**src/rtl/fm_mon_arbiter_if.sv**
```systemverilog
// Bundle of source-side and monitor-link signals for fm_mon_arbiter.
// The master modport is the arbiter; the slave modport is its environment.
interface fm_mon_arbiter_if #(
    parameter int N_SRC      = 4,
    parameter int DATA_WIDTH = 32
);
    logic [N_SRC*DATA_WIDTH-1:0] src_data;
    logic [N_SRC-1:0]            src_vld;
    logic [N_SRC-1:0]            src_ready;
    logic [DATA_WIDTH-1:0]       mon_data;
    logic                        mon_vld;
    logic                        mon_ready;
    logic [3:0]                  grant_id;
    logic                        busy;
    logic [1:0]                  arb_state;

    modport master (
        input  src_data, src_vld, mon_ready,
        output src_ready, mon_data, mon_vld, grant_id, busy, arb_state
    );

    modport slave (
        output src_data, src_vld, mon_ready,
        input  src_ready, mon_data, mon_vld, grant_id, busy, arb_state
    );
endinterface

```
**src/rtl/fm_mon_arbiter.sv**
```systemverilog
// Round-robin arbiter packing N_SRC monitor sources onto one registered output link.
// Define FM_ARB_HEADER_EN to prefix every packet with a header word (0xA5, grant id, sequence).
module fm_mon_arbiter #(
    parameter int N_SRC      = 4,
    parameter int DATA_WIDTH = 32,
    parameter int MAX_BURST  = 5
) (
    input  logic            clk,
    input  logic            rst,
    fm_mon_arbiter_if.master bus
);

    // Handshake: a word moves on a rising edge exactly when valid and its ready are
    // both high; a valid word is held unchanged until it is accepted.

    localparam logic [7:0] MAX_B    = 8'(MAX_BURST);
    localparam logic [3:0] LAST_RST = 4'(N_SRC - 1);

`ifdef FM_ARB_HEADER_EN
    typedef enum logic [1:0] {
        S_IDLE   = 2'd0,
        S_HEADER = 2'd1,
        S_BURST  = 2'd2
    } state_t;
`else
    typedef enum logic [1:0] {
        S_IDLE   = 2'd0,
        S_BURST  = 2'd2
    } state_t;
`endif

    state_t                state_q, state_d;
    logic [3:0]            grant_q, grant_d;
    logic [3:0]            last_q, last_d;
    logic [7:0]            beat_q, beat_d;
    logic [DATA_WIDTH-1:0] data_q, data_d;
    logic                  vld_q, vld_d;
`ifdef FM_ARB_HEADER_EN
    logic [7:0]            seq_q, seq_d;
    logic [DATA_WIDTH-1:0] hdr_word;
`endif

    logic                  out_free;
    logic                  g_vld;
    logic [DATA_WIDTH-1:0] g_word;
    logic                  hit;
    logic [3:0]            hit_id;
    logic [N_SRC-1:0]      ready;

    assign out_free = !vld_q || bus.mon_ready;

    always_comb begin : grant_mux
        g_vld  = 1'b0;
        g_word = '0;
        for (int i = 0; i < N_SRC; i++) begin
            if (grant_q == 4'(i)) begin
                g_vld  = bus.src_vld[i];
                g_word = bus.src_data[i*DATA_WIDTH +: DATA_WIDTH];
            end
        end
    end

    // Walk priorities from lowest to highest so the closest requester after last_q wins.
    always_comb begin : rr_search
        hit    = 1'b0;
        hit_id = '0;
        for (int k = N_SRC; k >= 1; k--) begin
            for (int j = 0; j < N_SRC; j++) begin
                if (bus.src_vld[j] && (((int'(last_q) + k) % N_SRC) == j)) begin
                    hit    = 1'b1;
                    hit_id = 4'(j);
                end
            end
        end
    end

`ifdef FM_ARB_HEADER_EN
    always_comb begin : hdr_build
        hdr_word        = '0;
        hdr_word[23:16] = 8'hA5;
        hdr_word[15:8]  = {4'h0, grant_q};
        hdr_word[7:0]   = seq_q;
    end
`endif

    always_comb begin : fsm_next
        state_d = state_q;
        grant_d = grant_q;
        last_d  = last_q;
        beat_d  = beat_q;
        data_d  = data_q;
        vld_d   = vld_q;
        ready   = '0;
`ifdef FM_ARB_HEADER_EN
        seq_d   = seq_q;
`endif
        unique case (state_q)
            S_IDLE: begin
                if (out_free) begin
                    vld_d = 1'b0;
                end
                if (hit) begin
                    grant_d = hit_id;
                    beat_d  = '0;
`ifdef FM_ARB_HEADER_EN
                    state_d = S_HEADER;
`else
                    state_d = S_BURST;
`endif
                end
            end
`ifdef FM_ARB_HEADER_EN
            S_HEADER: begin
                if (out_free) begin
                    data_d  = hdr_word;
                    vld_d   = 1'b1;
                    seq_d   = seq_q + 8'd1;
                    state_d = S_BURST;
                end
            end
`endif
            S_BURST: begin
                if (out_free) begin
                    for (int j = 0; j < N_SRC; j++) begin
                        ready[j] = (grant_q == 4'(j));
                    end
                    if (g_vld) begin
                        data_d = g_word;
                        vld_d  = 1'b1;
                        beat_d = beat_q + 8'd1;
                        if (beat_q + 8'd1 == MAX_B) begin
                            last_d  = grant_q;
                            state_d = S_IDLE;
                        end
                    end else begin
                        // Source gap: close the packet rather than stall the link.
                        vld_d   = 1'b0;
                        last_d  = grant_q;
                        state_d = S_IDLE;
                    end
                end
            end
            default: begin
                state_d = S_IDLE;
            end
        endcase
    end

    always_ff @(posedge clk) begin
        if (rst) begin
            state_q <= S_IDLE;
            grant_q <= '0;
            last_q  <= LAST_RST;
            beat_q  <= '0;
            data_q  <= '0;
            vld_q   <= 1'b0;
`ifdef FM_ARB_HEADER_EN
            seq_q   <= '0;
`endif
        end else begin
            state_q <= state_d;
            grant_q <= grant_d;
            last_q  <= last_d;
            beat_q  <= beat_d;
            data_q  <= data_d;
            vld_q   <= vld_d;
`ifdef FM_ARB_HEADER_EN
            seq_q   <= seq_d;
`endif
        end
    end

    assign bus.src_ready = ready;
    assign bus.mon_data  = data_q;
    assign bus.mon_vld   = vld_q;
    assign bus.grant_id  = grant_q;
    assign bus.busy      = (state_q != S_IDLE);
    assign bus.arb_state = state_q;

endmodule
```
**src/flat_wrapper.sv**
```systemverilog
// flat-port wrapper written by rule: the top's interface ports become plain ports
module fm_mon_arbiter_flat 
#(
    parameter int N_SRC      = 4,
    parameter int DATA_WIDTH = 32,
    parameter int MAX_BURST  = 5
)
  (clk, rst, bus_src_data, bus_src_vld, bus_mon_ready, bus_src_ready, bus_mon_data, bus_mon_vld, bus_grant_id, bus_busy, bus_arb_state);
  fm_mon_arbiter_if #(.N_SRC(N_SRC), .DATA_WIDTH(DATA_WIDTH)) bus_i ();
  input  logic clk;
  input  logic rst;
  input wire logic [$bits(bus_i.src_data)-1:0] bus_src_data;
  input wire logic [$bits(bus_i.src_vld)-1:0] bus_src_vld;
  input wire logic [$bits(bus_i.mon_ready)-1:0] bus_mon_ready;
  output wire logic [$bits(bus_i.src_ready)-1:0] bus_src_ready;
  output wire logic [$bits(bus_i.mon_data)-1:0] bus_mon_data;
  output wire logic [$bits(bus_i.mon_vld)-1:0] bus_mon_vld;
  output wire logic [$bits(bus_i.grant_id)-1:0] bus_grant_id;
  output wire logic [$bits(bus_i.busy)-1:0] bus_busy;
  output wire logic [$bits(bus_i.arb_state)-1:0] bus_arb_state;
  assign bus_i.src_data = bus_src_data;
  assign bus_i.src_vld = bus_src_vld;
  assign bus_i.mon_ready = bus_mon_ready;
  assign bus_src_ready = bus_i.src_ready;
  assign bus_mon_data = bus_i.mon_data;
  assign bus_mon_vld = bus_i.mon_vld;
  assign bus_grant_id = bus_i.grant_id;
  assign bus_busy = bus_i.busy;
  assign bus_arb_state = bus_i.arb_state;
  fm_mon_arbiter #(.N_SRC(N_SRC), .DATA_WIDTH(DATA_WIDTH), .MAX_BURST(MAX_BURST)) u_core (.clk(clk), .rst(rst), .bus(bus_i));
endmodule
```
**config.mk**
```make
export PLATFORM = sky130hd
export DESIGN_NAME = fm_mon_arbiter_flat
export DESIGN_NICKNAME = d
export VERILOG_FILES = /design/src/rtl/fm_mon_arbiter_if.sv /design/src/rtl/fm_mon_arbiter.sv /design/src/flat_wrapper.sv
export SDC_FILE = /design/constraint.sdc
export NUM_CORES = 1
export LEC_CHECK = 0
export ABC_AREA = 1
export ABC_CLOCK_PERIOD_IN_PS = 4210
export CAP_MARGIN = 20
export CELL_PAD_IN_SITES_DETAIL_PLACEMENT = 0
export CELL_PAD_IN_SITES_GLOBAL_PLACEMENT = 1
export CORE_MARGIN = 2
export CORE_UTILIZATION = 26
export DETAILED_ROUTE_END_ITERATION = 7
export HOLD_SLACK_MARGIN = 0.03
export PLACE_DENSITY = 0.94
export SLEW_MARGIN = 10
export SYNTH_ARGS = -nofsm -noshare
export SYNTH_HDL_FRONTEND = slang
export SYNTH_SLANG_ARGS = --single-unit
```
**constraint.sdc**
```tcl
create_clock -name clk -period 4.21 [get_ports clk]
set_clock_uncertainty 0.15 [all_clocks]
set_input_delay 0.421 -clock clk [delete_from_list [all_inputs] [get_ports clk]]
set_output_delay 0.421 -clock clk [all_outputs]
set_load 0.01 [all_outputs]
```
# == Yosys cells after proc, flatten, opt, wreduce, memory -nomap -nowiden ==
# Cells that the tools add are included.
# totals
reg_bits,47
input_bits,135
wordCells,130
output_inout_bits,44
# classes
n_bitwise,4
n_eq_ne,23
n_addsub,5
n_reduce_logical,36
muxes,56
# op_table
operator,count
$logic_not 32->1,4
$mux 32,4
$mux 2,20
$eq 3x3->1 const B,8
$mux 1,24
$mux 8,3
$logic_and 1x1->1,16
$pmux 8 s2,1
$eq 3x2->1 const B,4
$reduce_and 3->1,4
$add 8x1->8 const B,1
$eq 8x3->1 const B,1
$mux 4,2
$ne 2x1->1 const B,4
$reduce_or 2->1,4
$eq 2x2->1 const B,3
$add 2x1->2 const B,2
$add 2x2->2 const B,2
$and 1x1->1 const A,4
$logic_not 4->1,1
$pmux 2 s2,1
$reduce_and 4->1,1
$reduce_bool 2->1,2
$ne 3x3->1 const B,1
other kinds (7),7

# == Logic depth before layout (Yosys ltp) ==
# Gate-level depths: netlist of run 1.
# logic_depth
depth_word,23
mapped_depth,15
ltp_nobuf,15

# == Worst setup path after synthesis of run 1 ==
# Ideal clock, no wire load.
# synth_timing
path_type,register to output
start,reg u_core.grant_q[0] (netlist: u_core.bus.grant_id[0])
end,out bus_src_ready[1]
t_arrival_ps,1194
setup_slack_ps,2445
n_path_buf,2
t_required_ps,3639
path_stages_with_launch,5
path_cell_list,dfxtp_1 -> buf_2 -> buf_1 -> nand2_1 -> nor2_1
# synth_between
elab_chain_len,3
# synth_lines
element,line,source
from (decl),fm_mon_arbiter.sv:33,"logic [3:0] grant_q, grant_d;"
from (signal assigned),fm_mon_arbiter.sv:162,grant_q <= grant_d;
$eq 2x1->1,fm_mon_arbiter.sv:125,ready[j] = (grant_q == 4'(j));
$mux 4,fm_mon_arbiter.sv:123,if (out_free) begin
$mux 4,fm_mon_arbiter.sv:97,unique case (state_q)
to (decl),flat_wrapper.sv:15,output wire logic [$bits(bus_i.src_ready)-1:0] bus_src_ready;
# No other way between the ends.

# == Worst setup path after layout of run 1 ==
# layout_timing
start,reg u_core.grant_q[1] (netlist: u_core.bus.grant_id[1])
end,reg u_core.data_q[21] (netlist: u_core.bus.mon_data[21])
# layout_between
elab_chain_len,6
elab_cells_between_ends,13
classes_between,eq/ne: 3; mux: 8; reduce/logical: 2
# layout_lines
element,line,source
$logic_not 4->1,fm_mon_arbiter.sv:56,if (grant_q == 4'(i)) begin
$mux 1 (4 in series),fm_mon_arbiter.sv:56,
$reduce_and 3->1 (no source line),--,
to (signal assigned),fm_mon_arbiter.sv:165,data_q <= data_d;
to (decl),fm_mon_arbiter.sv:36,"logic [DATA_WIDTH-1:0] data_q, data_d;"
# Parallel ways exist; a longest one is shown, timed or not.
# A chain may end at the register's enable or synchronous reset.

==> flow_metrics.py, run 1 <==
metrics = {
    "die": {
        "die_h_um": 109,
        "fp-row-count": 38,
        "ios": 179,
        "die-area_um2": 11900,
        "core-area_um2": 10800,
        "initial_core_util_pct": 26.6,
        "dieWidth_um": 109,
    },
    "cts": {
        "cts_tree": "yes",
        "cts_resized": 0,
        "htreeDepth": 2,
        "cts_buffers": 5,
        "clk_latency_ns": 0.30,
        "cts.clk_slew.worst_paths_ns": 0.09,
        "hold_buffers": 0,
        "root_buffer": "clkbuf_8",
        "clk_path_buf_depth": 2,
        "cts_setup_buffers": 0,
        "clkSinkCount": 46,
    },
    "drt": {
        "vias_per_cell": 4.75,
        "drc": 0,
        "routed_wirelength_mm": 10.1,
        "avgRoutedWirePerCell_um": 13.3,
        "drt_iter0_drc": 212,
        "vias": 3613,
        "ant_nets": 0,
        "firstDrtPassIters": 4,
    },
    "sta": {
        "post-route-period-util_pct": 67.3,
        "finalHoldViolations": 0,
        "maxSlewHeadroom_pct": 49.4,
        "fin_tns_setup_ns": 0,
        "period_needed_ns": 2.83,
        "finalMaxSlewViolations": 0,
        "worst_pin_slew_ns": 0.758,
        "whs_ns": 0.318,
        "setup-violations-final": 0,
        "rsz0062_at_grt": "no",
        "timing.fmax_mhz": 353,
    },
    "placed_design": {
        "dpl_cell_area_um2": 4650,
        "dp_hpwl_mm": 7.68,
        "portBuffers": 175,
        "gp_congestion": 0.843,
        "dp_cells": 752,
    },
    "layout": {
        "area_delta_synth_final_pct": 65.8,
        "layoutNonFillerInstCount": 760,
        "diodes": 0,
        "regArea_um2": 921,
        "drive_above_1_share_pct": 4.03,
        "layout.nets": 756,
        "design_area_um2": 4760,
        "multiInputGateArea_um2": 1700,
        "fillers": 1125,
    },
    "global_routing": {
        "grt_pass1_wl_mm": 15.8,
        "grt_pass1_vias": 3326,
        "grt_start_max_net_pins": 49,
        "overflow": 0,
        "antenna_found_initial": 0,
        "grt_usage_pct": 16.5,
    },
    "synthesis": {
        "synth_seq_cells": 46,
        "synth_area_per_cell_um2": 6.15,
        "syn_area_um2": 2870,
        "synthCells": 467,
        "synth_cell_type_count": 30,
        "synth_warnings": 0,
        "seq_area_frac_synth_pct": 32.1,
    },
    "pwr": {
        "peakVddDrop_v": 0.000471,
        "pwr_density_cell_nw_per_um2": 523,
        "leakagePower_nw": 1.87,
    },
    "job": {
        "maxCapViolations": 0,
    },
    "outcome": {
        "outcome": "completed",
    },
    "critical_path": {
        "cp.arrival_ns": 2.85,
        "critPathKind": "register to register",
        "required_ns": 4.22,
        "path_max_fanout": 48,
        "crit_path_end_kind": "register",
        "start_kind": "register",
    },
    "min_path": {
        "hold_class": "register to register",
    },
}
==> power by group <==
| part | internal, mW | switching [mW] | leakage (nW) |
|---|---|---|---|
| combinational | 0.639 | 0.866 | 1.44 |
| clock | 0.181 | 0.160 | 0.0563 |
| sequential | 0.556 | 0.0897 | 0.375 |
==> synth_stat cells <==
| library cell | n | area (um^2) |
|---|---|---|
| buf_1 | 3 | 11.3 |
| xor2_1 | 3 | 26.3 |
| nand2_2 | 2 | 12.5 |
| buf_2 | 7 | 35.0 |
| dfxtp_1 | 46 | 921 |
| and3_1 | 1 | 6.26 |
| o21ai_0 | 13 | 65.1 |
| nand4_1 | 26 | 163 |
| ha_1 | 2 | 25.0 |
| nor2_1 | 21 | 78.8 |
| nor3_1 | 4 | 20.0 |
| nor3_2 | 1 | 10.0 |
| a21oi_1 | 31 | 155 |
| buf_4 | 5 | 37.5 |
| o21a_1 | 1 | 7.51 |
| inv_2 | 5 | 18.8 |
| a31oi_1 | 1 | 6.26 |
| or2_2 | 3 | 18.8 |
| buf_6 | 3 | 33.8 |
| o211ai_1 | 1 | 7.51 |
| nand3_1 | 53 | 265 |
| o22ai_1 | 2 | 12.5 |
| a221oi_1 | 10 | 87.6 |
| xnor2_1 | 1 | 8.76 |
| nor2_2 | 1 | 6.26 |
| conb_1 | 1 | 3.75 |
| clkbuf_1 | 17 | 63.8 |
| nand2_1 | 185 | 694 |
| inv_1 | 17 | 63.8 |
| a211oi_1 | 1 | 7.51 |
==> final timing paths <==
kind                           from  depth (start not counted)                      end  slack [ns]
max          u_core.bus.grant_id[1]                          8  u_core.bus.mon_data[21]        1.38
min          u_core.bus.mon_data[9]                          2   u_core.bus.mon_data[9]        0.32
min reg2reg  u_core.bus.mon_data[9]                          2   u_core.bus.mon_data[9]        0.32
max reg2reg  u_core.bus.grant_id[1]                          8  u_core.bus.mon_data[21]        1.38
==> state kept, by name, indices dropped and copies added (netlist names) <==
signal	flops
u_core.bus.grant_id	2
u_core.bus.mon_vld	1
u_core.beat_q	8
u_core.bus.mon_data	32
u_core.last_q	2
u_core.bus.arb_state	1
==> placed cells by master, fill, tap and decap left out, types with 2 or more instances in the layout <==
cell and n:
nand2_1 185, buf_4 3, a21oi_1 31, or2_2 3, nor2_1 20, o21ai_0 13, nor2_2 2, inv_2 5
nand4_1 26, dfxtp_1 46, nand2_2 2, clkdlybuf4s50_1 174, xor2_1 3, clkbuf_8 5, nor3_1 4, inv_1 17
conb_1 3, nand3_1 53, a221oi_1 10, ha_1 2, o22ai_1 2
==> metrics by stage <==
step,power (mW),setup WS (ns),util [%]
6_report,2.49,1.38,44.1
3_5_place_dp,2.17,1.27,43.0
2_1_floorplan,1.60,2.45,-
5_1_grt,2.72,0.997,44.1
3_3_place_gp,2.15,1.41,43.0
4_1_cts,2.53,1.25,44.1
==> worst max-delay path, stage by stage (launching register included) <==
cell and delay (ns):
dfxtp_1 0.37, inv_2 0.55, nand3_1 0.15, nand4_1 0.17, nand2_2 0.31, inv_2 0.68
nand2_1 0.14, o21ai_0 0.10, nor2_1 0.05
==> layer usage <==
layer,vias up,track usage (%),routed length (um)
met1,1606,19.0,4040
met5,-,0,0
li1,1847,-,-
met3,12,4.42,874
met4,0,4.40,140
met2,148,29.9,5080
==> kinds of logic after synthesis <==
kind of cell	share of synthesized area (%)
AOI/OAI and AO/OA	12.2
xor gates and xnor gates	1.22
adders and majority gates	0.871
buffers and inverters	9.19
DFF	32.1
other	0.131
and+or+nand+nor	44.4
==> area by class of cell <==
class | instances | share of cell area [%]
multi-input combinational | 366 | 35.6
inverter | 22 | 1.73
tap | 140 | 3.68
timing repair buffer | 178 | 37.1
clock buffer | 5 | 1.44
clock inverter | 3 | 1.02
sequential | 46 | 19.3
(Power assumes the default switching activity.)
==> run 2: changes to the inputs <==
ABC_CLOCK_PERIOD_IN_PS = 2750   (was 4210)
CORE_UTILIZATION = 24   (was 26)
PLACE_DENSITY = 0.89   (was 0.94)
clock period = 2.75 ns   (was 4.21 ns; I/O delays follow)
==> run 2 against run 1 <==
  * Clock power rose by 79%
  * Core utilization down 2.2 points
  * Sequential power up 63%
  * Combinational power grew 55%
  * Sequential share of layout area fell by 0.30 points
  * Total power up 60%
  * Non-clock buffer count increased by 4
  * Critical path type is now register to output pin
==> flow_metrics.py, run 2 (synthesis gave the netlist of run 1 again) <==
metrics = {
    "die": {
        "die-area_um2": 12900,
        "die_h_um": 113,
        "dieWidth_um": 113,
        "fp-row-count": 39,
        "initial_core_util_pct": 24.8,
        "core-area_um2": 11600,
        "ios": 179,
    },
    "drt": {
        "avgRoutedWirePerCell_um": 13.9,
        "firstDrtPassIters": 4,
        "ant_nets": 0,
        "vias_per_cell": 4.73,
        "drt_iter0_drc": 216,
        "routed_wirelength_mm": 10.7,
        "drc": 0,
        "vias": 3626,
    },
    "global_routing": {
        "antenna_found_initial": 0,
        "grt.met2_usage_pct": 30.1,
        "top_usage_layer": "met2",
        "overflow": 0,
        "grt_start_max_net_pins": 42,
        "grt_usage_pct": 16.2,
        "grt_use_met3_pct": 3.93,
        "use_met1_pct": 18.6,
        "grt_pass1_vias": 3596,
        "grt_pass1_wl_mm": 16.9,
    },
    "cts": {
        "clk_path_buf_depth": 2,
        "htreeDepth": 2,
        "clkSinkCount": 46,
        "clk_latency_ns": 0.28,
        "hold_buffers": 0,
        "cts_buffers": 5,
        "cts_resized": 0,
        "cts.clk_slew.worst_paths_ns": 0.06,
        "cts_tree": "yes",
        "root_buffer": "clkbuf_16",
        "cts_setup_buffers": 0,
    },
    "layout": {
        "mostFrequentLayoutCells": "nand2_1 (185), clkdlybuf4s50_1 (174), nand3_1 (53)",
        "area_delta_synth_final_pct": 68.6,
        "diodes": 0,
        "layout.nets": 760,
        "largest_reg_flops": 32,
        "layout_commonest_cell": "nand2_1",
        "fillers": 1195,
        "drive_above_1_share_pct": 4.65,
    },
    "pwr": {
        "p_comb_share_pct": 58.4,
        "swShare_pct": 43.9,
        "p_sw_mw": 1.75,
        "clkPwrFrac_pct": 15.2,
        "peakVddDrop_v": 0.000432,
        "p_total_mw": 3.99,
        "seqPwrFrac_pct": 26.3,
        "leakagePower_nw": 1.91,
        "p_int_mw": 2.24,
        "pwr_density_cell_nw_per_um2": 824,
    },
    "critical_path": {
        "cp.arrival_ns": 1.97,
        "required_ns": 2.33,
        "start_kind": "register",
        "reg2reg_depth": 10,
        "r2r-end": "u_core.bus.mon_data[25]",
        "crit_path_end_kind": "output pin",
        "r2r_start": "u_core.bus.grant_id[0]",
        "worst-r2r-setup-slack_ns": 0.62,
        "critPathKind": "register to output pin",
        "path_max_fanout": 5,
    },
    "sta": {
        "rsz0062_at_grt": "no",
        "worst_pin_slew_ns": 0.751,
        "period_needed_ns": 2.39,
        "maxSlewHeadroom_pct": 49.9,
        "whs_ns": 0.314,
        "setup-violations-final": 0,
        "fin_tns_setup_ns": 0,
        "timing.fmax_mhz": 418,
        "finalMaxSlewViolations": 0,
        "post-route-period-util_pct": 87.0,
        "finalHoldViolations": 0,
    },
    "placed_design": {
        "gp_congestion": 0.841,
        "portBuffers": 175,
        "dp_hpwl_mm": 8.09,
    },
    "min_path": {
        "worstHoldEndpoint": "u_core.bus.mon_data[14]",
        "hold_depth": 2,
        "hold_class": "register to register",
        "min_from": "u_core.bus.mon_data[14]",
    },
    "job": {
        "maxCapViolations": 0,
    },
    "outcome": {
        "outcome": "completed",
    },
}
[run 2: worst max-delay path by stage]
stage,startpoint,end,cells after the start
after global placement,bus_mon_ready,bus_src_ready[0],6
after floorplan,u_core.bus.grant_id[1],u_core.bus.mon_vld,9
final,u_core.bus.arb_state[1],bus_src_ready[2],5
after detailed placement,bus_mon_ready,bus_src_ready[2],6
after CTS,u_core.bus.arb_state[1],bus_src_ready[2],5
after global routing,u_core.bus.arb_state[1],bus_src_ready[2],5
[run 2: critical path: stages, from the launching register on]
cell and delay (ns):
dfxtp_1 0.42, inv_1 0.10, nor2_1 0.29, inv_1 0.14, nor3_1 0.17, clkdlybuf4s50_1 0.57
[run 2: area by class of cell]
| type | count | area (um^2) | area share (%) |
|---|---|---|---|
| clock buffer | 7 | 143 | 2.94 |
| tap | 143 | 179 | 3.69 |
| sequential | 46 | 922 | 19.0 |
| inverter | 22 | 82.6 | 1.70 |
| multi-input combinational | 366 | 1700 | 35.0 |
| timing repair buffer | 182 | 1810 | 37.4 |
| clock inverter | 1 | 8.76 | 0.181 |
[run 2: routing by layer]
layer / routed length [um] / vias to the layer above
met5: 0 / -
met4: 153 / 0
met3: 781 / 10
met2: 5470 / 142
met1: 4280 / 1616
li1: - / 1858
[run 2: stage by stage]
step	instances	cell area [um^2]	util [%]	setup slack, ns
5_1_grt	767	4840	41.9	0.156
6_report	767	4840	41.9	0.357
4_1_cts	767	4840	41.9	0.337
3_3_place_gp	759	4690	40.6	0.458
3_5_place_dp	759	4690	40.6	0.396
2_1_floorplan	469	2880	-	1.07
[run 2: power groups by stage]
stage          Combinational (mW)  Sequential [mW]  Clock (mW)
2_1_floorplan                1.40             1.05           0
3_3_place_gp                 2.33             1.05           0
6_report                     2.33             1.05       0.607
3_5_place_dp                 2.35             1.06           0
4_1_cts                      2.36             1.05       0.629
5_1_grt                      2.62             1.08       0.658
